<file path="config.mk">
export PLATFORM = sky130hd
export DESIGN_NAME = note_lane_scorer
export DESIGN_NICKNAME = d
export VERILOG_FILES = /design/src/rtl/note_lane_scorer.sv
export SDC_FILE = /design/constraint.sdc
export NUM_CORES = 1
export LEC_CHECK = 0
export BUFFER_PORTS_ARGS = -buffer_cell sky130_fd_sc_hd__buf_2
export CAP_MARGIN = 20
export CORE_UTILIZATION = 52
export DETAILED_ROUTE_END_ITERATION = 8
export PLACE_DENSITY = 0.72
export SYNTH_ARGS = -nofsm -noshare
export SYNTH_HDL_FRONTEND = slang
export SYNTH_SLANG_ARGS = --single-unit
</file>
<file path="constraint.sdc">
create_clock -name clk -period 6.05 [get_ports clk]
set_clock_uncertainty 0.05 [all_clocks]
set_input_delay 0.9075 -clock clk [delete_from_list [all_inputs] [get_ports clk]]
set_output_delay 0.9075 -clock clk [all_outputs]
set_load 0.005 [all_outputs]
</file>
<file path="src/rtl/note_lane_scorer.sv">
// Rhythm-game lane engine: scrolls one note per lane, scores edge-detected button
// presses inside the hit window, tracks combo/miss statistics and draws notes/zone.
module note_lane_scorer #(
    parameter int LANES       = 4,
    parameter int SCROLL_DIV  = 500000,
    parameter int WRAP_Y      = 779,
    parameter int HIT_TOP     = 400,
    parameter int HIT_BOT     = 475,
    parameter int LANE_X0     = 200,
    parameter int LANE_PITCH  = 120,
    parameter int LANE_W      = 40,
    parameter int NOTE_H      = 40,
    parameter int LANE_Y_STEP = 120,
    parameter int POINTS      = 1,
    parameter int COMBO_TH    = 10
) (
    input  logic                 clk,
    input  logic                 reset,
    input  logic [LANES-1:0]     buttons,
    input  logic [9:0]           hCount,
    input  logic [9:0]           vCount,
    output logic                 note_on,
    output logic                 zone_on,
    output logic [15:0]          score,
    output logic [7:0]           combo,
    output logic [7:0]           max_combo,
    output logic [15:0]          misses,
    output logic [2*LANES-1:0]   lane_state
);

    typedef enum logic [1:0] {
        ST_ARMED  = 2'b00,
        ST_HIT    = 2'b01,
        ST_MISSED = 2'b10
    } lane_st_t;

    localparam int                TICK_W    = (SCROLL_DIV > 1) ? $clog2(SCROLL_DIV) : 1;
    localparam logic [TICK_W-1:0] TICK_LAST = TICK_W'(SCROLL_DIV - 1);
    localparam logic [9:0]        Y_WRAP    = 10'(WRAP_Y);
    localparam logic [9:0]        Y_TOP     = 10'(HIT_TOP);
    localparam logic [9:0]        Y_BOT     = 10'(HIT_BOT);

    function automatic logic [15:0] sat16(input logic [31:0] v);
        return (v > 32'h0000_FFFF) ? 16'hFFFF : v[15:0];
    endfunction

    function automatic logic [7:0] sat8(input logic [31:0] v);
        return (v > 32'h0000_00FF) ? 8'hFF : v[7:0];
    endfunction

    logic [TICK_W-1:0] r_tick;
    logic [9:0]        r_y [LANES];
    lane_st_t          r_st [LANES];
    logic [LANES-1:0]  r_btn_prev;
    logic [15:0]       r_score;
    logic [15:0]       r_misses;
    logic [7:0]        r_combo;
    logic [7:0]        r_max;

    logic              w_adv;
    logic [LANES-1:0]  w_press;
    logic [LANES-1:0]  w_hit;
    logic [LANES-1:0]  w_ghost;
    logic [LANES-1:0]  w_miss;
    logic [LANES-1:0]  w_in_lane;
    logic [9:0]        w_y_nxt [LANES];
    lane_st_t          w_st_nxt [LANES];
    logic [3:0]        w_n_hit;
    logic [3:0]        w_n_miss;
    logic [31:0]       w_pts;
    logic [15:0]       w_score_nxt;
    logic [15:0]       w_misses_nxt;
    logic [7:0]        w_combo_nxt;

    assign w_adv   = (r_tick == TICK_LAST);
    assign w_press = buttons & ~r_btn_prev;

    // Presses are judged against the pre-advance Y; a hit on the last window line
    // therefore suppresses the miss that the same-cycle advance would raise.
    always_comb begin
        w_hit    = '0;
        w_ghost  = '0;
        w_miss   = '0;
        w_n_hit  = '0;
        w_n_miss = '0;
        for (int i = 0; i < LANES; i++) begin
            w_hit[i]   = w_press[i] && (r_st[i] == ST_ARMED) && (r_y[i] >= Y_TOP) && (r_y[i] <= Y_BOT);
            w_ghost[i] = w_press[i] && !w_hit[i];
            w_miss[i]  = w_adv && (r_st[i] == ST_ARMED) && (r_y[i] == Y_BOT) && !w_hit[i];
            w_n_hit    = w_n_hit + 4'(w_hit[i]);
            w_n_miss   = w_n_miss + 4'(w_miss[i]);

            w_y_nxt[i]  = r_y[i];
            w_st_nxt[i] = r_st[i];
            if (w_adv && (r_y[i] == Y_WRAP)) begin
                w_y_nxt[i]  = '0;
                w_st_nxt[i] = ST_ARMED;
            end else begin
                if (w_adv) begin
                    w_y_nxt[i] = r_y[i] + 10'd1;
                end
                if (w_hit[i]) begin
                    w_st_nxt[i] = ST_HIT;
                end else if (w_miss[i]) begin
                    w_st_nxt[i] = ST_MISSED;
                end
            end
        end

        w_pts        = ({24'b0, r_combo} >= 32'(COMBO_TH)) ? 32'(2 * POINTS) : 32'(POINTS);
        w_score_nxt  = sat16({16'b0, r_score} + ({28'b0, w_n_hit} * w_pts));
        w_misses_nxt = sat16({16'b0, r_misses} + {28'b0, w_n_miss});
        w_combo_nxt  = ((|w_miss) || (|w_ghost)) ? 8'd0 : sat8({24'b0, r_combo} + {28'b0, w_n_hit});
    end

    always_ff @(posedge clk) begin
        if (reset) begin
            r_tick     <= '0;
            r_btn_prev <= '0;
            r_score    <= '0;
            r_misses   <= '0;
            r_combo    <= '0;
            r_max      <= '0;
            for (int i = 0; i < LANES; i++) begin
                r_y[i]  <= 10'((i * LANE_Y_STEP) % WRAP_Y);
                r_st[i] <= ST_ARMED;
            end
        end else begin
            r_tick     <= w_adv ? '0 : r_tick + TICK_W'(1);
            r_btn_prev <= buttons;
            r_score    <= w_score_nxt;
            r_misses   <= w_misses_nxt;
            r_combo    <= w_combo_nxt;
            if (r_combo > r_max) begin
                r_max <= r_combo;
            end
            for (int i = 0; i < LANES; i++) begin
                r_y[i]  <= w_y_nxt[i];
                r_st[i] <= w_st_nxt[i];
            end
        end
    end

    // Note bottom is computed in 11 bits so a note near the wrap line never folds back.
    always_comb begin
        note_on    = 1'b0;
        lane_state = '0;
        w_in_lane  = '0;
        for (int i = 0; i < LANES; i++) begin
            w_in_lane[i] = ({2'b00, hCount} >= 12'(LANE_X0 + i * LANE_PITCH)) &&
                           ({2'b00, hCount} <  12'(LANE_X0 + i * LANE_PITCH + LANE_W));
            if (w_in_lane[i] && ({1'b0, vCount} >= {1'b0, r_y[i]}) &&
                ({1'b0, vCount} <= ({1'b0, r_y[i]} + 11'(NOTE_H)))) begin
                note_on = 1'b1;
            end
            lane_state[2*i +: 2] = r_st[i];
        end
        zone_on = (|w_in_lane) && (vCount >= Y_TOP) && (vCount <= Y_BOT);
    end

    assign score     = r_score;
    assign combo     = r_combo;
    assign max_combo = r_max;
    assign misses    = r_misses;

endmodule
</file>
==> results of run 1 <==
layout by cell type (no fill, tap or decap), types with 4 or more instances in the layout:
cell | Yosys | routed
dfxtp_1 | 119 | 119
ha_1 | 103 | 103
nor2_1 | 92 | 92
buf_2 | 5 | 80
nand2_1 | 77 | 77
inv_1 | 75 | 75
a21oi_1 | 74 | 74
xnor2_1 | 69 | 69
nor3_1 | 36 | 36
o21ai_0 | 34 | 34
nand3_1 | 33 | 33
nand4_1 | 29 | 29
nor2b_1 | 17 | 17
clkbuf_16 | 0 | 17
nor4_1 | 16 | 16
a21o_1 | 16 | 16
and3_1 | 15 | 15
o211ai_1 | 13 | 13
xor2_1 | 13 | 13
a211oi_1 | 11 | 11
nand2b_1 | 9 | 9
mux2i_1 | 8 | 8
or3_1 | 7 | 7
a31oi_1 | 7 | 7
fa_1 | 6 | 6
a31o_2 | 4 | 4
o31ai_1 | 4 | 4
nor3b_1 | 4 | 4
nand4b_1 | 4 | 4
clkinv_2 | 0 | 4
bufinv_16 | 0 | 4
worst max-delay path, cell delays in order (launching register included):
cell and delay, ps:
dfxtp_1 440, nor4b_1 480, nand2_1 100, nor3_1 550, fa_1 540, ha_1 190, ha_1 320, mux2_2 290
ha_1 320, ha_1 310, a21o_1 170, a21o_1 190, a21oi_1 350, nor2_1 200, nand2_1 340, a21oi_1 120
per-stage QoR:
| step | area (sq um) | setup WS (ps) | hold slack [ps] |
|---|---|---|---|
| floorplan | 8252 | 1557 | 379.5 |
| global placement | 8820 | 905.4 | 393.0 |
| detailed placement | 8820 | 883.2 | 410.9 |
| CTS | 9442 | 927.5 | 416.2 |
| global route | 9442 | 457.9 | 441.3 |
| finish | 9442 | 943.2 | 411.6 |
cell families after synthesis:
group,after synthesis
AND/OR/NAND/NOR,373
buffers and inverters,104
flip-flops,119
adder cells (fa/ha/maj),109
multiplexers,9
AO/OA/AOI/OAI,195
XOR/XNOR,82
flip-flops by register name (all words and copies together), names as in the netlist:
| signal | flops |
|---|---|
| score | 16 |
| r_tick | 19 |
| combo | 8 |
| max_combo | 8 |
| r_st | 8 |
| r_btn_prev | 4 |
| r_y | 40 |
| misses | 16 |
per-layer routing:
metal | wire length (microns) | vias to the layer above | part of all wire
li1 | - | 3700 | -
met1 | 9562 | 3440 | 0.48
met2 | 8973 | 208 | 0.45
met3 | 974 | 26 | 0.049
met4 | 320 | 0 | 0.016
met5 | 0 | - | 0
Yosys cell counts, drive strengths merged (16+ instances only):
| master | count |
|---|---|
| nand4 | 31 |
| dfxtp | 119 |
| nand3 | 33 |
| ha | 103 |
| clkbuf | 20 |
| inv | 76 |
| xnor2 | 69 |
| nor2 | 95 |
| nor2b | 17 |
| nor3 | 37 |
| a21o | 16 |
| nand2 | 77 |
| a21oi | 75 |
| nor4 | 19 |
| o21ai | 34 |
path summary, 6_finish.rpt:
kind              cells after the start          to        from
setup reg to reg                     15    score[6]   r_y[3][8]
hold / removal                        2  r_st[3][1]  r_st[3][1]
hold reg to reg                       2  r_st[3][1]  r_st[3][1]
setup / recovery                     15    score[6]   r_y[3][8]
area by class of cell:
cell class              instances  area [sq um]  share of cell area
inverters                      77         289.0             0.03061
multi-input cells             768          5461              0.5785
clock buffers                  22         474.2             0.05023
well taps                     211         264.0             0.02796
flip-flops and latches        119          2382              0.2523
clock inverters                 9         147.6             0.01564
repair buffers                 83         422.9             0.04479
report_power, final:
group	internal [mW]	total [mW]	switching, mW
logic	0.0390	0.103	0.0645
registers	0.788	0.790	0.00238
clock network	0.716	1.07	0.352
==> impl_metrics.py, run 1 <==
metrics = {
    "run_status": {
        "outcome": "completed",
    },
    "worst_setup_path": {
        "cp.required_ps": 6270,
        "start_kind": "register",
        "crit_path_max_fanout": 11,
        "reg2reg_slack_ps": 940,
        "cp.arrival_ps": 5330,
        "critPathKind": "reg -> reg",
        "crit_path_end_kind": "register",
    },
    "sta": {
        "maxSlewViolCount": 0,
        "finalHoldViolations": 0,
        "max_slew.worst_pin.slew_ps": 931.4,
        "period_share": 0.8441,
        "fin_tns_setup_ps": 0,
        "clock.fmax_mhz": 195.8,
        "rsz0062_at_grt": "false",
        "maxSlewHeadroom": 0.3784,
        "final.min_clock_period_ps": 5107,
        "setup_viol": 0,
    },
    "global_routing": {
        "grt_usage": 0.2573,
        "grt_max_degree": 42,
        "met3_usage": 0.04967,
        "grt_busiest_layer": "met2",
        "grt_pass1_wl_microns": 33510,
        "gr-total-overflow": 0,
        "grt_antenna_before_repair": 0,
        "grt_util_met2": 0.4114,
        "grt_pass1_vias": 6941,
        "use_met1": 0.3442,
    },
    "synth": {
        "synth_area_leaders": "dfxtp_1 29%, ha_1 16%, xnor2_1 7.3%",
        "synth-edff-count": 0,
        "synth-xor-area-share": 0.08704,
        "syn_inst": 991,
        "syn-cell-area_sq_um": 8252,
        "yosys_warnings": 0,
        "syn_area_per_cell_sq_um": 8.327,
        "yosys.area.top_type": "dfxtp_1",
        "yosys.area_share.simple": 0.2411,
        "synthAdderAreaFrac": 0.1707,
        "ys_seq_elements": 119,
        "synth.top_cell.area_share": 0.2887,
        "ys_types": 75,
        "synth_compound_area_frac": 0.1519,
        "synthMuxAreaShare": 0.01107,
        "synth_fp_nets": 1126,
        "ys_seq_area_frac": 0.2887,
        "synth-main-ff-cell": "dfxtp_1",
        "synthArstFlopShare": 0,
        "synth_top_family_by_area": "simple AND/OR/NAND/NOR gates",
    },
    "layout": {
        "drive_gt1_frac": 0.1289,
        "final_cells": 1289,
        "final_util": 0.6142,
        "fin_nets": 1201,
        "diodes": 0,
        "fillers": 1355,
        "syn_to_final_growth_pct": 14.42,
    },
    "clock_tree": {
        "cts_buffers": 17,
        "clock_path_buffers": 2,
        "cts_tree": "done",
        "cts.sinks": 119,
        "hold_buffers": 0,
        "insertion_delay_ps": 410,
        "htree_levels": 4,
        "clk_pin_slew_ps": 50,
        "cts_root_buf": "clkbuf_16",
        "post-cts-setup-buffers": 0,
        "cts_resized": 0,
    },
    "route": {
        "routed_wirelength_microns": 19830,
        "drc": 0,
        "vias": 7374,
        "drt_iter0_drc": 495,
        "wl_per_cell_microns": 15.38,
        "ant_nets": 0,
        "via_per_inst": 5.721,
        "drtPass1Iterations": 5,
    },
    "min_path": {
        "hold_path_class": "reg -> reg",
    },
    "floorplanning": {
        "die_h_microns": 128.0,
        "initial_core_util": 0.5368,
        "ioPinCount": 84,
        "chipWidth_microns": 128.0,
        "rows": 45,
        "coreArea_sq_um": 15370,
        "die_area_sq_um": 16380,
    },
    "power_and_ir_drop": {
        "power.density_nw_per_um2": 207.8,
        "leakagePower_nw": 3.847,
        "vdd_ir_drop_max_uv": 151.4,
        "finalPower_mw": 1.962,
    },
    "place": {
        "globalplace.congestion": 0.8750,
        "place_inst": 1258,
        "dp_hpwl_microns": 14670,
        "io_buffers": 80,
    },
    "flow_run": {
        "maxCapViolCount": 0,
    },
}
(Power assumes the default switching activity.)
==> run 2: changes to the inputs <==
PLACE_DENSITY = 0.74   (was 0.72)
clock period = 4.65 ns   (was 6.05 ns; I/O delays follow)
==> run 2 against run 1 <==
Register-to-register slack worse by 650 ps. Clock power is 28% higher. Sequential power is 30% higher. First-iteration DRC count is 26% higher. Sequential cell count stayed put. Routed wire length is 0.76% higher. Maximum frequency is 17% higher. Die area stayed put. Via count is 1.4% higher. Hold slack better by 2.3 ps. Critical path depth is 5 higher. Worst setup slack worse by 650 ps.
==> impl_metrics.py, run 2 (same netlist as run 1, synthesis figures left out) <==
metrics = {
    "layout": {
        "fin_nets": 1223,
        "final_cell_mix": "119 x dfxtp_1, 103 x ha_1, 92 x nor2_1, 80 x buf_2, 77 x nand2_1",
        "diodes": 0,
        "final_util": 0.6262,
        "syn_to_final_growth_pct": 16.65,
        "drive_gt1_frac": 0.1517,
        "top_register": "r_y",
        "final_common_cell": "dfxtp_1",
        "top_regs": "r_y x40, r_tick x19",
        "largest_reg_flops": 40,
    },
    "sta": {
        "finalHoldViolations": 0,
        "period_share": 0.9364,
        "maxSlewHeadroom": 0.3779,
        "maxSlewViolCount": 0,
        "postLayoutSetupSlackWorst_ps": 295.8,
        "final.min_clock_period_ps": 4354,
        "max_slew.worst_pin.slew_ps": 927.6,
        "clock.fmax_mhz": 229.7,
        "rsz0062_at_grt": "false",
        "setup_viol": 0,
    },
    "place": {
        "dp_hpwl_microns": 14930,
        "globalplace.congestion": 0.8792,
        "dp_slack_ps": -2.294,
        "io_buffers": 80,
    },
    "clock_tree": {
        "insertion_delay_ps": 430,
        "cts_root_buf": "clkbuf_16",
        "htree_levels": 4,
        "post-cts-setup-buffers": 0,
        "cts_tree": "done",
        "cts_buffers": 17,
        "clock_path_buffers": 2,
        "clk_pin_slew_ps": 60,
        "cts.sinks": 119,
        "cts_resized": 0,
        "hold_buffers": 0,
    },
    "power_and_ir_drop": {
        "vdd_ir_drop_max_uv": 279.2,
        "swShare": 0.2310,
        "p_seq_frac": 0.405,
        "combPwrFrac": 0.053,
        "finalPower_mw": 2.535,
        "power.density_nw_per_um2": 263.4,
        "p_int_mw": 1.949,
        "leakagePower_nw": 3.939,
        "p_switching_uw": 585.6,
        "p_clk_frac": 0.542,
    },
    "worst_setup_path": {
        "crit_top_cell": "ha_1",
        "reg2reg_slack_ps": 300,
        "cp.arrival_ps": 4600,
        "crit_path_max_fanout": 9,
        "cp_top_family": "adder cells",
        "cp_slowest_stage_delay_ps": 430,
        "critPathKind": "reg -> reg",
        "start_kind": "register",
        "cpMaxStageDelayCell": "fa_1",
        "path_buf_inv": 3,
        "cp.required_ps": 4890,
        "path_cells": "a31o_2 -> a21oi_2 -> nand2_1 -> nor3_2 -> buf_4 -> fa_1 -> ha_1 -> ha_1 -> inv_1 -> o21ai_0 -> ha_1 -> ha_1 -> fa_1 -> a21o_1 -> a21oi_1 -> buf_4 -> nor2_1 -> nand3_1 -> xor2_1 -> a21oi_1",
        "crit_path_end_kind": "register",
    },
    "run_status": {
        "outcome": "completed",
    },
    "floorplanning": {
        "die_area_sq_um": 16380,
        "ioPinCount": 84,
        "chipWidth_microns": 128.0,
        "die_h_microns": 128.0,
        "coreArea_sq_um": 15370,
        "rows": 45,
        "initial_core_util": 0.5368,
    },
    "route": {
        "ant_nets": 0,
        "drc": 0,
        "routed_wirelength_microns": 19980,
        "wl_per_cell_microns": 15.23,
        "drtPass1Iterations": 5,
        "vias": 7476,
        "drt_iter0_drc": 624,
        "via_per_inst": 5.698,
    },
    "flow_run": {
        "maxCapViolCount": 0,
    },
    "global_routing": {
        "grt_max_degree": 41,
        "grt_antenna_before_repair": 0,
        "grt_usage": 0.2542,
        "gr-total-overflow": 0,
        "grt_pass1_vias": 6800,
        "grt_pass1_wl_microns": 32900,
    },
    "min_path": {
        "hold_path_class": "reg -> reg",
    },
}
## run 2: final timing paths
| kind | start | end | cells after the start |
|---|---|---|---|
| worst max-delay path | r_y[3][4] | score[11] | 20 |
| worst min-delay path | r_tick[0] | r_tick[0] | 1 |
| worst max register to register | r_y[3][4] | score[11] | 20 |
| worst min register to register | r_tick[0] | r_tick[0] | 1 |
## run 2: cell type report
cell class	instances	area [sq um]
clock buffers	19	452.9
clock inverters	13	171.4
fillers	1338	5746
inverters	77	289.0
multi-input cells	768	5478
flip-flops and latches	119	2382
well taps	211	264.0
repair buffers	105	588.1
## run 2: stage by stage
stage | setup TNS, ps | area [sq um] | hold slack, ps | cells
floorplan | 0 | 8252 | 379.5 | 991
global placement | 0 | 8985 | 396.5 | 1280
detailed placement | -2.294 | 8985 | 407.8 | 1280
CTS | 0 | 9609 | 419.9 | 1312
global route | 0 | 9625 | 444.7 | 1312
finish | 0 | 9625 | 413.9 | 1312
## run 2: worst register-to-register path, delay by kind of cell, from the launching register on
kind            cells  cell delay [ps]
buf+inv             3              380
xor+xnor            1              160
flops               1              390
simple gates        4              380
fa+ha+maj           6             1830
compound gates      6             1050
## run 2: metal layers
metal  up-vias  track usage  share of wire
li1       3734            -              -
met1      3514       0.3357           0.48
met2       205       0.4166           0.45
met3        23      0.05843          0.059
met4         0      0.06782          0.012
met5         -            0              0
## run 2: power by group through the flow
stage	clock network (mW)	registers, mW	logic [mW]
floorplan	0	1.05	0.0821
global placement	0	1.05	0.130
detailed placement	0	1.05	0.133
CTS	1.39	1.03	0.134
global route	1.43	1.03	0.151
finish	1.37	1.03	0.135
==> run 3: changes to the inputs <==
ABC_AREA = 1   (was default)
==> run 3 against run 2 <==
Clock power up 4%. Combinational power increased by 14%. Non-clock buffer count is 19 lower. Sequential power barely moved. Critical path type unchanged. Largest cell class unchanged.
==> impl_metrics.py, run 3 <==
metrics = {
    "power_and_ir_drop": {
        "swShare": 0.2173,
        "combPwrFrac": 0.059,
        "p_clk_frac": 0.546,
        "p_int_mw": 2.032,
        "power.density_nw_per_um2": 252.9,
        "vdd_ir_drop_max_uv": 263.4,
        "p_switching_uw": 564.2,
        "leakagePower_nw": 4.895,
        "p_seq_frac": 0.395,
        "finalPower_mw": 2.596,
    },
    "sta": {
        "finalHoldViolations": 0,
        "setup_viol": 0,
        "maxSlewViolCount": 0,
        "clock.fmax_mhz": 232.1,
        "rsz0062_at_grt": "false",
        "period_share": 0.9264,
        "final.min_clock_period_ps": 4308,
        "max_slew.worst_pin.slew_ps": 624.6,
        "maxSlewHeadroom": 0.5826,
        "whs_ps": 401.6,
        "fin_tns_setup_ps": 0,
    },
    "global_routing": {
        "grt_max_degree": 28,
        "grt_pass1_wl_microns": 37820,
        "grt_usage": 0.2627,
        "grt_antenna_before_repair": 0,
        "grt_pass1_vias": 8078,
        "gr-total-overflow": 0,
    },
    "floorplanning": {
        "die_h_microns": 134.1,
        "ioPinCount": 84,
        "rows": 47,
        "chipWidth_microns": 134.1,
        "coreArea_sq_um": 16820,
        "die_area_sq_um": 17970,
        "initial_core_util": 0.5392,
    },
    "layout": {
        "final_common_cell": "nand2_1",
        "top_register": "r_y",
        "final_cell_mix": "285 x nand2_1, 194 x inv_1, 129 x nor2_1, 117 x dfxtp_1, 103 x ha_1",
        "diodes": 0,
        "largest_reg_flops": 40,
        "fillers": 1613,
        "final_cells": 1635,
        "fin_nets": 1539,
        "syn_to_final_growth_pct": 13.20,
        "drive_gt1_frac": 0.1138,
        "final_util": 0.6104,
        "top_regs": "r_y x40, r_tick x19",
    },
    "min_path": {
        "hold_path_class": "reg -> reg",
        "worstHoldPathCells": 1,
        "min_from": "r_tick[0]",
        "min_to": "r_tick[0]",
    },
    "synth": {
        "synth-edff-count": 0,
        "synthArstFlopShare": 0,
        "syn_inst": 1325,
        "syn_area_per_cell_sq_um": 6.844,
        "synth.top_cell.area_share": 0.2627,
        "synth_area_leaders": "dfxtp_1 26%, ha_1 14%, nand2_1 12%",
        "synth_most_common_cell": "nand2_1",
        "synthMuxAreaShare": 0,
        "synth-main-ff-cell": "dfxtp_1",
        "yosys_warnings": 0,
        "ys_seq_elements": 119,
        "synth_top_family_by_area": "simple AND/OR/NAND/NOR gates",
        "ys_seq_area_frac": 0.2627,
        "synth_common_cells": "285 x nand2_1, 194 x inv_1, 129 x nor2_1",
        "synth_compound_area_frac": 0.1065,
        "ys_types": 49,
        "yosys.area.top_type": "dfxtp_1",
        "synth_fp_nets": 1460,
        "synth-xor-area-share": 0.06374,
        "synthAdderAreaFrac": 0.1554,
        "syn-cell-area_sq_um": 9069,
        "yosys.area_share.simple": 0.3089,
    },
    "place": {
        "globalplace.congestion": 0.9212,
        "dp_hpwl_microns": 16970,
        "place_inst": 1605,
        "io_buffers": 80,
    },
    "route": {
        "ant_nets": 0,
        "vias": 8705,
        "routed_wirelength_microns": 22740,
        "via_per_inst": 5.324,
        "drc": 0,
        "drt_iter0_drc": 530,
        "drtPass1Iterations": 5,
        "wl_per_cell_microns": 13.91,
    },
    "clock_tree": {
        "cts.sinks": 119,
        "cts_tree": "done",
        "insertion_delay_ps": 420,
        "cts_buffers": 17,
        "clock_path_buffers": 2,
        "clk_pin_slew_ps": 50,
        "cts_root_buf": "clkbuf_16",
        "post-cts-setup-buffers": 0,
        "htree_levels": 4,
    },
    "worst_setup_path": {
        "cp.required_ps": 4950,
        "crit_path_end_kind": "register",
        "cp.arrival_ps": 4610,
        "critPathKind": "reg -> reg",
        "crit_path_max_fanout": 10,
        "path_cells": "nor2_1 -> o21ai_0 -> nand3_1 -> inv_1 -> fa_1 -> ha_1 -> ha_1 -> inv_1 -> o21ai_0 -> ha_1 -> ha_1 -> nand3_1 -> nand2_1 -> nand3_1 -> nand2_1 -> nand4_2 -> buf_4 -> a21oi_1",
        "cp_slowest_stage_delay_ps": 510,
        "start_kind": "register",
        "cpMaxStageDelayCell": "dfxtp_1",
        "r2r_start": "r_y[3][5]",
        "reg2reg_slack_ps": 340,
        "r2r-end": "score[8]",
        "r2r_cells": 18,
        "crit_top_cell": "ha_1",
    },
    "run_status": {
        "outcome": "completed",
    },
    "flow_run": {
        "maxCapViolCount": 0,
    },
}
==> run 3: cell count changes in the layout (fill, tap and decap cells not counted), sizes merged, moves of 19 or more <==
| cell | change |
|---|---|
| nand2 | +211 |
| inv | +126 |
| xnor2 | -59 |
| nand3 | +55 |
| nor2 | +43 |
| xor2 | +43 |
| a21oi | +25 |
| buf | -19 |
==> run 3: cell families after synthesis <==
family	after synthesis
fa+ha+maj	109
simple gates	626
compound gates	172
flops	119
xor+xnor	66
buf+inv	233
==> run 3: what timing repair did <==
action | CTS | global route
resized for setup | 0 | 2
setup endpoints to repair | 0 | 7
hold buffers | 0 | 0
==> run 3: per-stage QoR <==
| stage | setup slack, ps | area (sq um) |
|---|---|---|
| 4_1_cts | 314.2 | 10260 |
| 6_report | 342.3 | 10270 |
| 3_3_place_gp | 186.0 | 9639 |
| 3_5_place_dp | 128.3 | 9639 |
| 5_1_grt | 32.49 | 10270 |
| 2_1_floorplan | 641.6 | 9069 |
==> run 3: cell type report <==
class / count / area (sq um) / area share
multi-input cells: 973 / 5754 / 0.5605
clock inverters: 10 / 177.7 / 0.01731
well taps: 220 / 275.3 / 0.02681
repair buffers: 86 / 445.4 / 0.04339
clock buffers: 20 / 446.7 / 0.04351
flip-flops and latches: 119 / 2385 / 0.2323
inverters: 207 / 782.0 / 0.07617
==> run 3: worst max-delay path by stage <==
stage | start | endpoint | slack (ps) | depth (start not counted)
6_report | r_y[3][5] | score[8] | 340 | 18
5_1_grt | r_y[1][3] | score[1] | 30 | 19
4_1_cts | r_y[1][6] | score[11] | 310 | 19
3_5_place_dp | buttons[1] | score[1] | 130 | 20
3_3_place_gp | buttons[1] | score[9] | 190 | 20
2_1_floorplan | buttons[3] | score[7] | 640 | 19
==> run 3: metal layers <==
layer  vias to the layer above  global-route usage  share of wire
met4                         0              0.1099          0.024
met5                         -                   0              0
met2                       237              0.4398           0.46
met1                      3959              0.3311           0.46
li1                       4469                   -              -
met3                        40             0.04875          0.053
==> run 3: power groups by stage <==
stage          logic (mW)  registers (mW)  clock network (mW)
3_5_place_dp        0.152            1.05                   0
6_report            0.154            1.03                1.42
4_1_cts             0.154            1.03                1.43
3_3_place_gp        0.148            1.05                   0
2_1_floorplan      0.0981            1.05                   0
5_1_grt             0.174            1.03                1.48
==> run 3: critical path: cells and delay by family (launching register included) <==
family                   cells  cell delay, ps
AO/OA/AOI/OAI                3             670
AND/OR/NAND/NOR              7             970
adder cells (fa/ha/maj)      5            1590
buffers and inverters        3             430
flip-flops                   1             510
